<file path="src/rtl/ps2_key_decoder_pkg.sv">
// Shared scan-code constants, decoder state encoding, event record and the
// scan-code to ASCII lookup used by the PS/2 key decoder.
package ps2_pkg;

    localparam logic [7:0] SC_E0      = 8'hE0;
    localparam logic [7:0] SC_F0      = 8'hF0;
    localparam logic [7:0] SC_LSHIFT  = 8'h12;
    localparam logic [7:0] SC_RSHIFT  = 8'h59;
    localparam logic [7:0] SC_CTRL    = 8'h14;
    localparam logic [7:0] SC_CAPS    = 8'h58;

    typedef enum logic [1:0] {
        ST_IDLE,
        ST_GOT_E0,
        ST_GOT_F0,
        ST_GOT_E0F0
    } ps2_state_t;

    typedef struct packed {
        logic [7:0] code;
        logic       ext;
        logic       brk;
        logic [7:0] ascii;
    } ps2_event_t;

    // Set-2 make code to ASCII; ctrl wins over shift/caps for letters.
    function automatic logic [7:0] scan_to_ascii(
        input logic [7:0] code,
        input logic       shift,
        input logic       caps,
        input logic       ctrl
    );
        logic [7:0] ascii;
        logic [4:0] idx;
        logic       is_letter;
        ascii     = '0;
        idx       = '0;
        is_letter = 1'b1;
        case (code)
            8'h1C: idx = 5'd0;   // a
            8'h32: idx = 5'd1;
            8'h21: idx = 5'd2;
            8'h23: idx = 5'd3;
            8'h24: idx = 5'd4;
            8'h2B: idx = 5'd5;
            8'h34: idx = 5'd6;
            8'h33: idx = 5'd7;
            8'h43: idx = 5'd8;
            8'h3B: idx = 5'd9;
            8'h42: idx = 5'd10;
            8'h4B: idx = 5'd11;
            8'h3A: idx = 5'd12;
            8'h31: idx = 5'd13;
            8'h44: idx = 5'd14;
            8'h4D: idx = 5'd15;
            8'h15: idx = 5'd16;
            8'h2D: idx = 5'd17;
            8'h1B: idx = 5'd18;
            8'h2C: idx = 5'd19;
            8'h3C: idx = 5'd20;
            8'h2A: idx = 5'd21;
            8'h1D: idx = 5'd22;
            8'h22: idx = 5'd23;
            8'h35: idx = 5'd24;
            8'h1A: idx = 5'd25;  // z
            default: is_letter = 1'b0;
        endcase
        if (is_letter) begin
            if (ctrl)
                ascii = {3'b000, idx} + 8'd1;
            else if (shift ^ caps)
                ascii = 8'h41 + {3'b000, idx};
            else
                ascii = 8'h61 + {3'b000, idx};
        end else begin
            case (code)
                8'h45: ascii = shift ? 8'h29 : 8'h30;
                8'h16: ascii = shift ? 8'h21 : 8'h31;
                8'h1E: ascii = shift ? 8'h40 : 8'h32;
                8'h26: ascii = shift ? 8'h23 : 8'h33;
                8'h25: ascii = shift ? 8'h24 : 8'h34;
                8'h2E: ascii = shift ? 8'h25 : 8'h35;
                8'h36: ascii = shift ? 8'h5E : 8'h36;
                8'h3D: ascii = shift ? 8'h26 : 8'h37;
                8'h3E: ascii = shift ? 8'h2A : 8'h38;
                8'h46: ascii = shift ? 8'h28 : 8'h39;
                8'h29: ascii = 8'h20;
                8'h5A: ascii = 8'h0D;
                8'h66: ascii = 8'h08;
                8'h0D: ascii = 8'h09;
                default: ascii = 8'h00;
            endcase
        end
        return ascii;
    endfunction

endpackage

</file>
<file path="src/rtl/ps2_key_decoder_fifo.sv">
// Show-ahead FIFO for decoded key events; head word is zero while empty.
module ps2_event_fifo #(
    parameter int unsigned DEPTH = 8,
    parameter int unsigned WIDTH = 18
) (
    input  logic             clk,
    input  logic             clrn,
    input  logic             push,
    input  logic [WIDTH-1:0] wdata,
    input  logic             pop,
    output logic [WIDTH-1:0] rdata,
    output logic             full,
    output logic             empty
);

    localparam int unsigned AW = $clog2(DEPTH);

    logic [WIDTH-1:0] mem [DEPTH];
    logic [AW:0]      wr_ptr;
    logic [AW:0]      rd_ptr;
    logic             do_push;
    logic             do_pop;

    assign empty   = (wr_ptr == rd_ptr);
    assign full    = (wr_ptr[AW] != rd_ptr[AW]) &&
                     (wr_ptr[AW-1:0] == rd_ptr[AW-1:0]);
    assign do_pop  = pop & ~empty;
    // A pop on the same edge frees the slot, so a push into a full queue is taken.
    assign do_push = push & (~full | do_pop);
    assign rdata   = empty ? '0 : mem[rd_ptr[AW-1:0]];

    always_ff @(posedge clk) begin
        if (!clrn) begin
            wr_ptr <= '0;
            rd_ptr <= '0;
        end else begin
            if (do_push)
                wr_ptr <= wr_ptr + 1'b1;
            if (do_pop)
                rd_ptr <= rd_ptr + 1'b1;
        end
    end

    always_ff @(posedge clk) begin
        if (do_push)
            mem[wr_ptr[AW-1:0]] <= wdata;
    end

endmodule

</file>
<file path="src/rtl/ps2_key_decoder.sv">
// Turns PS/2 scan-code bytes into make/break events with ASCII, tracks
// Shift/Ctrl/Caps state and queues events in a show-ahead FIFO.
module ps2_key_decoder
    import ps2_pkg::*;
#(
    parameter int unsigned FIFO_DEPTH  = 8,
    parameter int unsigned SYNC_STAGES = 2
) (
    input  logic       clk,
    input  logic       clrn,
    input  logic [7:0] kb_code,
    input  logic       kb_ready,
    input  logic       rd_en,
    output logic       ev_valid,
    output logic [7:0] ev_code,
    output logic       ev_ext,
    output logic       ev_break,
    output logic [7:0] ev_ascii,
    output logic       caps_lock,
    output logic       shift_held,
    output logic       ctrl_held,
    output logic [7:0] key_count,
    output logic       overflow
);

    logic [SYNC_STAGES-1:0] sync;
    logic                   prev;
    logic                   byte_strobe;

    ps2_state_t state;
    ps2_state_t next_state;
    logic       ev_fire;
    logic       new_ext;
    logic       new_brk;
    ps2_event_t new_ev;
    ps2_event_t head;

    logic lshift;
    logic rshift;
    logic lctrl;
    logic rctrl;
    logic caps_held;
    logic is_shift;
    logic is_ctrl;
    logic is_caps;
    logic fifo_full;
    logic fifo_empty;

    // Reset to 1 so a level already high at reset release is not seen as an edge.
    always_ff @(posedge clk) begin
        if (!clrn) begin
            sync <= '1;
            prev <= 1'b1;
        end else begin
            sync <= {sync[SYNC_STAGES-2:0], kb_ready};
            prev <= sync[SYNC_STAGES-1];
        end
    end

    assign byte_strobe = sync[SYNC_STAGES-1] & ~prev;

    always_ff @(posedge clk) begin
        if (!clrn)
            state <= ST_IDLE;
        else
            state <= next_state;
    end

    always_comb begin
        next_state = state;
        ev_fire    = 1'b0;
        new_ext    = 1'b0;
        new_brk    = 1'b0;
        if (byte_strobe) begin
            case (state)
                ST_IDLE: begin
                    if (kb_code == SC_E0)
                        next_state = ST_GOT_E0;
                    else if (kb_code == SC_F0)
                        next_state = ST_GOT_F0;
                    else
                        ev_fire = 1'b1;
                end
                ST_GOT_E0: begin
                    if (kb_code == SC_F0) begin
                        next_state = ST_GOT_E0F0;
                    end else begin
                        ev_fire    = 1'b1;
                        new_ext    = 1'b1;
                        next_state = ST_IDLE;
                    end
                end
                ST_GOT_F0: begin
                    ev_fire    = 1'b1;
                    new_brk    = 1'b1;
                    next_state = ST_IDLE;
                end
                ST_GOT_E0F0: begin
                    ev_fire    = 1'b1;
                    new_ext    = 1'b1;
                    new_brk    = 1'b1;
                    next_state = ST_IDLE;
                end
                default: next_state = ST_IDLE;
            endcase
        end
    end

    always_comb begin
        new_ev.code  = kb_code;
        new_ev.ext   = new_ext;
        new_ev.brk   = new_brk;
        new_ev.ascii = (new_ext || new_brk) ? 8'h00
                     : scan_to_ascii(kb_code, shift_held, caps_lock, ctrl_held);
    end

    assign is_shift = ~new_ext & ((kb_code == SC_LSHIFT) | (kb_code == SC_RSHIFT));
    assign is_ctrl  = (kb_code == SC_CTRL);
    assign is_caps  = ~new_ext & (kb_code == SC_CAPS);

    // Side state updates on the FIFO write edge, after ASCII used the old values.
    always_ff @(posedge clk) begin
        if (!clrn) begin
            lshift    <= 1'b0;
            rshift    <= 1'b0;
            lctrl     <= 1'b0;
            rctrl     <= 1'b0;
            caps_held <= 1'b0;
            caps_lock <= 1'b0;
            key_count <= '0;
            overflow  <= 1'b0;
        end else if (ev_fire) begin
            if (is_shift && kb_code == SC_LSHIFT)
                lshift <= ~new_brk;
            if (is_shift && kb_code == SC_RSHIFT)
                rshift <= ~new_brk;
            if (is_ctrl && !new_ext)
                lctrl <= ~new_brk;
            if (is_ctrl && new_ext)
                rctrl <= ~new_brk;
            if (is_caps) begin
                if (new_brk) begin
                    caps_held <= 1'b0;
                end else if (!caps_held) begin
                    caps_held <= 1'b1;
                    caps_lock <= ~caps_lock;
                end
            end
            if (!new_brk && !is_shift && !is_ctrl && !is_caps)
                key_count <= key_count + 8'd1;
            if (fifo_full && !rd_en)
                overflow <= 1'b1;
        end
    end

    assign shift_held = lshift | rshift;
    assign ctrl_held  = lctrl | rctrl;

    ps2_event_fifo #(
        .DEPTH (FIFO_DEPTH),
        .WIDTH ($bits(ps2_event_t))
    ) u_fifo (
        .clk   (clk),
        .clrn  (clrn),
        .push  (ev_fire),
        .wdata (new_ev),
        .pop   (rd_en),
        .rdata (head),
        .full  (fifo_full),
        .empty (fifo_empty)
    );

    assign ev_valid = ~fifo_empty;
    assign ev_code  = head.code;
    assign ev_ext   = head.ext;
    assign ev_break = head.brk;
    assign ev_ascii = head.ascii;

endmodule

</file>
<file path="config.mk">
export PLATFORM = sky130hd
export DESIGN_NAME = ps2_key_decoder
export DESIGN_NICKNAME = d
export VERILOG_FILES = /design/src/rtl/ps2_key_decoder_pkg.sv /design/src/rtl/ps2_key_decoder_fifo.sv /design/src/rtl/ps2_key_decoder.sv
export SDC_FILE = /design/constraint.sdc
export NUM_CORES = 1
export LEC_CHECK = 0
export CAP_MARGIN = 20
export CORE_AREA = 2 2 100 175
export DETAILED_ROUTE_END_ITERATION = 10
export DIE_AREA = 0 0 102 177
export PLACE_DENSITY = 0.67
export SLEW_MARGIN = 20
export SYNTH_ARGS = -nofsm -noshare
export SYNTH_HDL_FRONTEND = slang
export SYNTH_SLANG_ARGS = --single-unit
</file>
<file path="constraint.sdc">
create_clock -name clk -period 10.3 [get_ports clk]
set_input_delay 2.575 -clock clk [delete_from_list [all_inputs] [get_ports clk]]
set_output_delay 2.575 -clock clk [all_outputs]
set_load 0.02 [all_outputs]
</file>
==> impl_results.md <==
* Final hold viol count at 0
* Hold bufs inserted after CTS at 0
* Clock Root Buffer: clkbuf_16
* Critical Path Source Type: input port
* Worst Slack Setup Final at 4959 ps
* Maximum clock frequency at 187.2 MHz
* Lkg Pwr at 0.002946 uW
* Layout area overhead at 15.85%
* WHS at 407.1 ps
* Avg Cell Area, Syn at 14.15 um^2
* Outcome: complete, no violations
* Post-Syn Instances at 569
* Port bufs at 42
* CTS Sinks at 175
* Core footprint at 16710 um^2
* Initial antenna violation count at 0
* Least-Margin Pin Slew at 861.8 ps
* Worst VDD drop at 98.24 uV
* Post-Place Cells at 826
* Total congestion overflow at 0
* YS warnings at 0
* CTS tree: built
* First-pass GRT wire length at 28100 um
* Final setup viols at 0
* Routed wire length at 17930 um
* Net switching power at 331.0 uW
* Wire per inst at 20.90 um
* Crit path capture type: register
* Largest net degree at the start of global routing at 42
* Max Buffers Root-to-Sink at 2
* EDFF count, synth at 144
* Clock skew at 14.03 ps
* Critical path class: input port to register
* Vias/cell at 5.748
* Die Span Y at 177 um
* Nets at 634
* CP top delay family: buffers and inverters
* Pre-CTS WS at 4597 ps
* Hold Crit Class: register to register
* CP Cell Sequence: clkdlybuf4s50_1, nor4b_4, nand3_1, o21ai_0, a22o_1, ha_1, o21ai_0, a31oi_1
* CTS H-tree depth at 4
* # diodes at 0
* RSZ-0062 raised after global routing: no
* Initial core utilization at 0.4819
* Layout cells sized above 1 at 0.1727
* Horiz. Die Dim at 102 um
* Die area at 18050 um^2
* CP max FO at 22
* Pwr dens at 160.7 nW/um^2
* All-Layer GR Usage at 0.2108
* Switching fraction of total power at 0.2208
* Clock Power Share at 0.420
* Post-cts repair resize count at 0
* Critical Path RT at 10450 ps
* Seq/Total Area, Yosys at 0.6140
* Number of global-route vias before repair at 5159
* Max_slew headroom at 0.4237
* Crit share post-route at 0.5185
* Sequential power share at 0.512
* Asr flop ratio synth at 0
* Buf+Inv Stages, Crit Path at 1
* Finished Layout Cells at 858
* #FFs+latches synth at 175
* Drt first-iter violations at 310
* Io pins at 43
* Clk_lat worst skew at 430 ps
* Max Transition Viols Final at 0
* DR vias at 4932
* Routability cong. at 0.9744
* CP max stage delay at 1030 ps
* Remaining DRCs at 0
* Mapped cell area at 8053 um^2
* DP HPWL at 11970 um
* Critical path's slowest cell: clkdlybuf4s50_1
* Cts bufs inserted at 17
* CTS clk-pin slew, worst paths at 60 ps
* Row count at 63
* Fin area at 9329 um^2
* Crit path DAT at 5490 ps
* Max Cap Viol at 0
* Postcts setup bufs at 0
* Remaining antenna violation count after routing at 0
* Distinct cells, synth at 72
* Worst path most repeated cell: o21ai_0
* Post-synth top flop: edfxtp_1
* Area post-placement at 8743 um^2
* Final worst path period need at 5341 ps
* TNS Setup at 0 ps
* Int Power at 1168 uW
* First drt pass iteration count at 5
* Comb pwr share at 0.068
[state kept, by name, summed over array words and instances (netlist names), 2 cells and up, named ones only]
name / cells
key_count: 8
state: 2
sync: 2
u_fifo.mem: 144
u_fifo.rd_ptr: 4
u_fifo.wr_ptr: 4
[power by group through the flow]
stage               clock (uW)  sequential, uW  combinational [uW]
finish                     630             768                 101
global route               669             768                 110
CTS                        642             768                 102
detailed placement           0             783                 102
global placement             0             783                 101
floorplan                    0             783                67.2
[synth_stat cells, types with 3 or more instances]
library cell | number | area share
and3_1 | 7 | 0.0054
o21ai_0 | 9 | 0.0056
nand4_1 | 7 | 0.0054
nand3_1 | 9 | 0.0056
a21oi_1 | 19 | 0.012
o32ai_1 | 3 | 0.0033
inv_1 | 9 | 0.0042
ha_1 | 4 | 0.0062
and2_1 | 4 | 0.0031
xor2_1 | 9 | 0.0098
xnor2_1 | 15 | 0.016
nor4b_2 | 4 | 0.0075
edfxtp_1 | 144 | 0.54
mux4_2 | 36 | 0.10
nor4_2 | 3 | 0.0047
nor2_1 | 63 | 0.029
dfxtp_1 | 31 | 0.077
nand3b_1 | 4 | 0.0037
a31oi_1 | 8 | 0.0062
buf_2 | 19 | 0.012
nor3_1 | 11 | 0.0068
o22ai_1 | 4 | 0.0031
mux2i_1 | 23 | 0.029
nor2b_1 | 10 | 0.0078
nand2b_1 | 16 | 0.012
o21ai_1 | 8 | 0.0050
nand2_1 | 28 | 0.013
clkbuf_1 | 9 | 0.0042
[through the flow]
stage	total power (uW)	utilization
2_1_floorplan	850.1	-
3_3_place_gp	883.9	0.5229
3_5_place_dp	884.9	0.5232
4_1_cts	1512	0.5583
5_1_grt	1547	0.5583
6_report	1499	0.5583
[per-layer routing]
metal	vias to the layer above	global-route usage	routed length, um
met4	0	0.1089	658
met2	154	0.3761	9791
li1	2278	-	-
met3	35	0.03199	707
met5	-	0	0
met1	2465	0.2389	6773
[layout by cell type, fill, tap and decap left out, types with 4 or more instances in the layout]
cell type,n
nand3_1,9
o21ai_1,8
nor4b_2,4
conb_1,8
clkbuf_16,17
o21ai_0,9
buf_4,16
a31oi_1,8
nor2b_1,10
a21oi_1,19
clkinv_4,4
nand4_1,7
mux4_2,36
xor2_1,9
nand2_1,28
ha_1,4
xnor2_1,15
inv_1,9
nand3b_1,4
nor2_1,62
edfxtp_1,144
nor3_1,9
o22ai_1,4
clkdlybuf4s50_1,42
nand2b_1,16
mux2i_1,23
dfxtp_1,30
and2_1,4
inv_6,5
and3_1,7
[logic make-up after synthesis]
| logic type | share of synthesized area |
|---|---|
| simple gates | 0.1291 |
| flops | 0.6140 |
| compound gates | 0.06837 |
| mux | 0.1293 |
| buf+inv | 0.02641 |
| xor+xnor | 0.02610 |
| fa+ha+maj | 0.006215 |
| other cells | 0.0004657 |
[final timing paths]
check	from	to	slack (ps)	cells after the start
max reg2reg	state[1]$_SDFFE_PN0P_	u_fifo.wr_ptr[3]$_SDFFE_PN0P_	7850	6
min reg2reg	sync[0]$_SDFF_PN1_	sync[1]$_SDFF_PN1_	410	1
max	kb_code[6]	u_fifo.mem[0][4]$_DFFE_PP_	4960	8
min	sync[0]$_SDFF_PN1_	sync[1]$_SDFF_PN1_	410	1
[final cells by class]
class,count,area [um^2]
Fill cell,1403,7382
Sequential cell,175,4946
Multi-Input combinational cell,357,2939
Timing Repair Buffer,58,540.5
Clock buffer,18,429.2
Tap cell,227,284.0
Clock inverter,14,156.4
Inverter,9,33.78
Power figures use the tool's default switching activity.
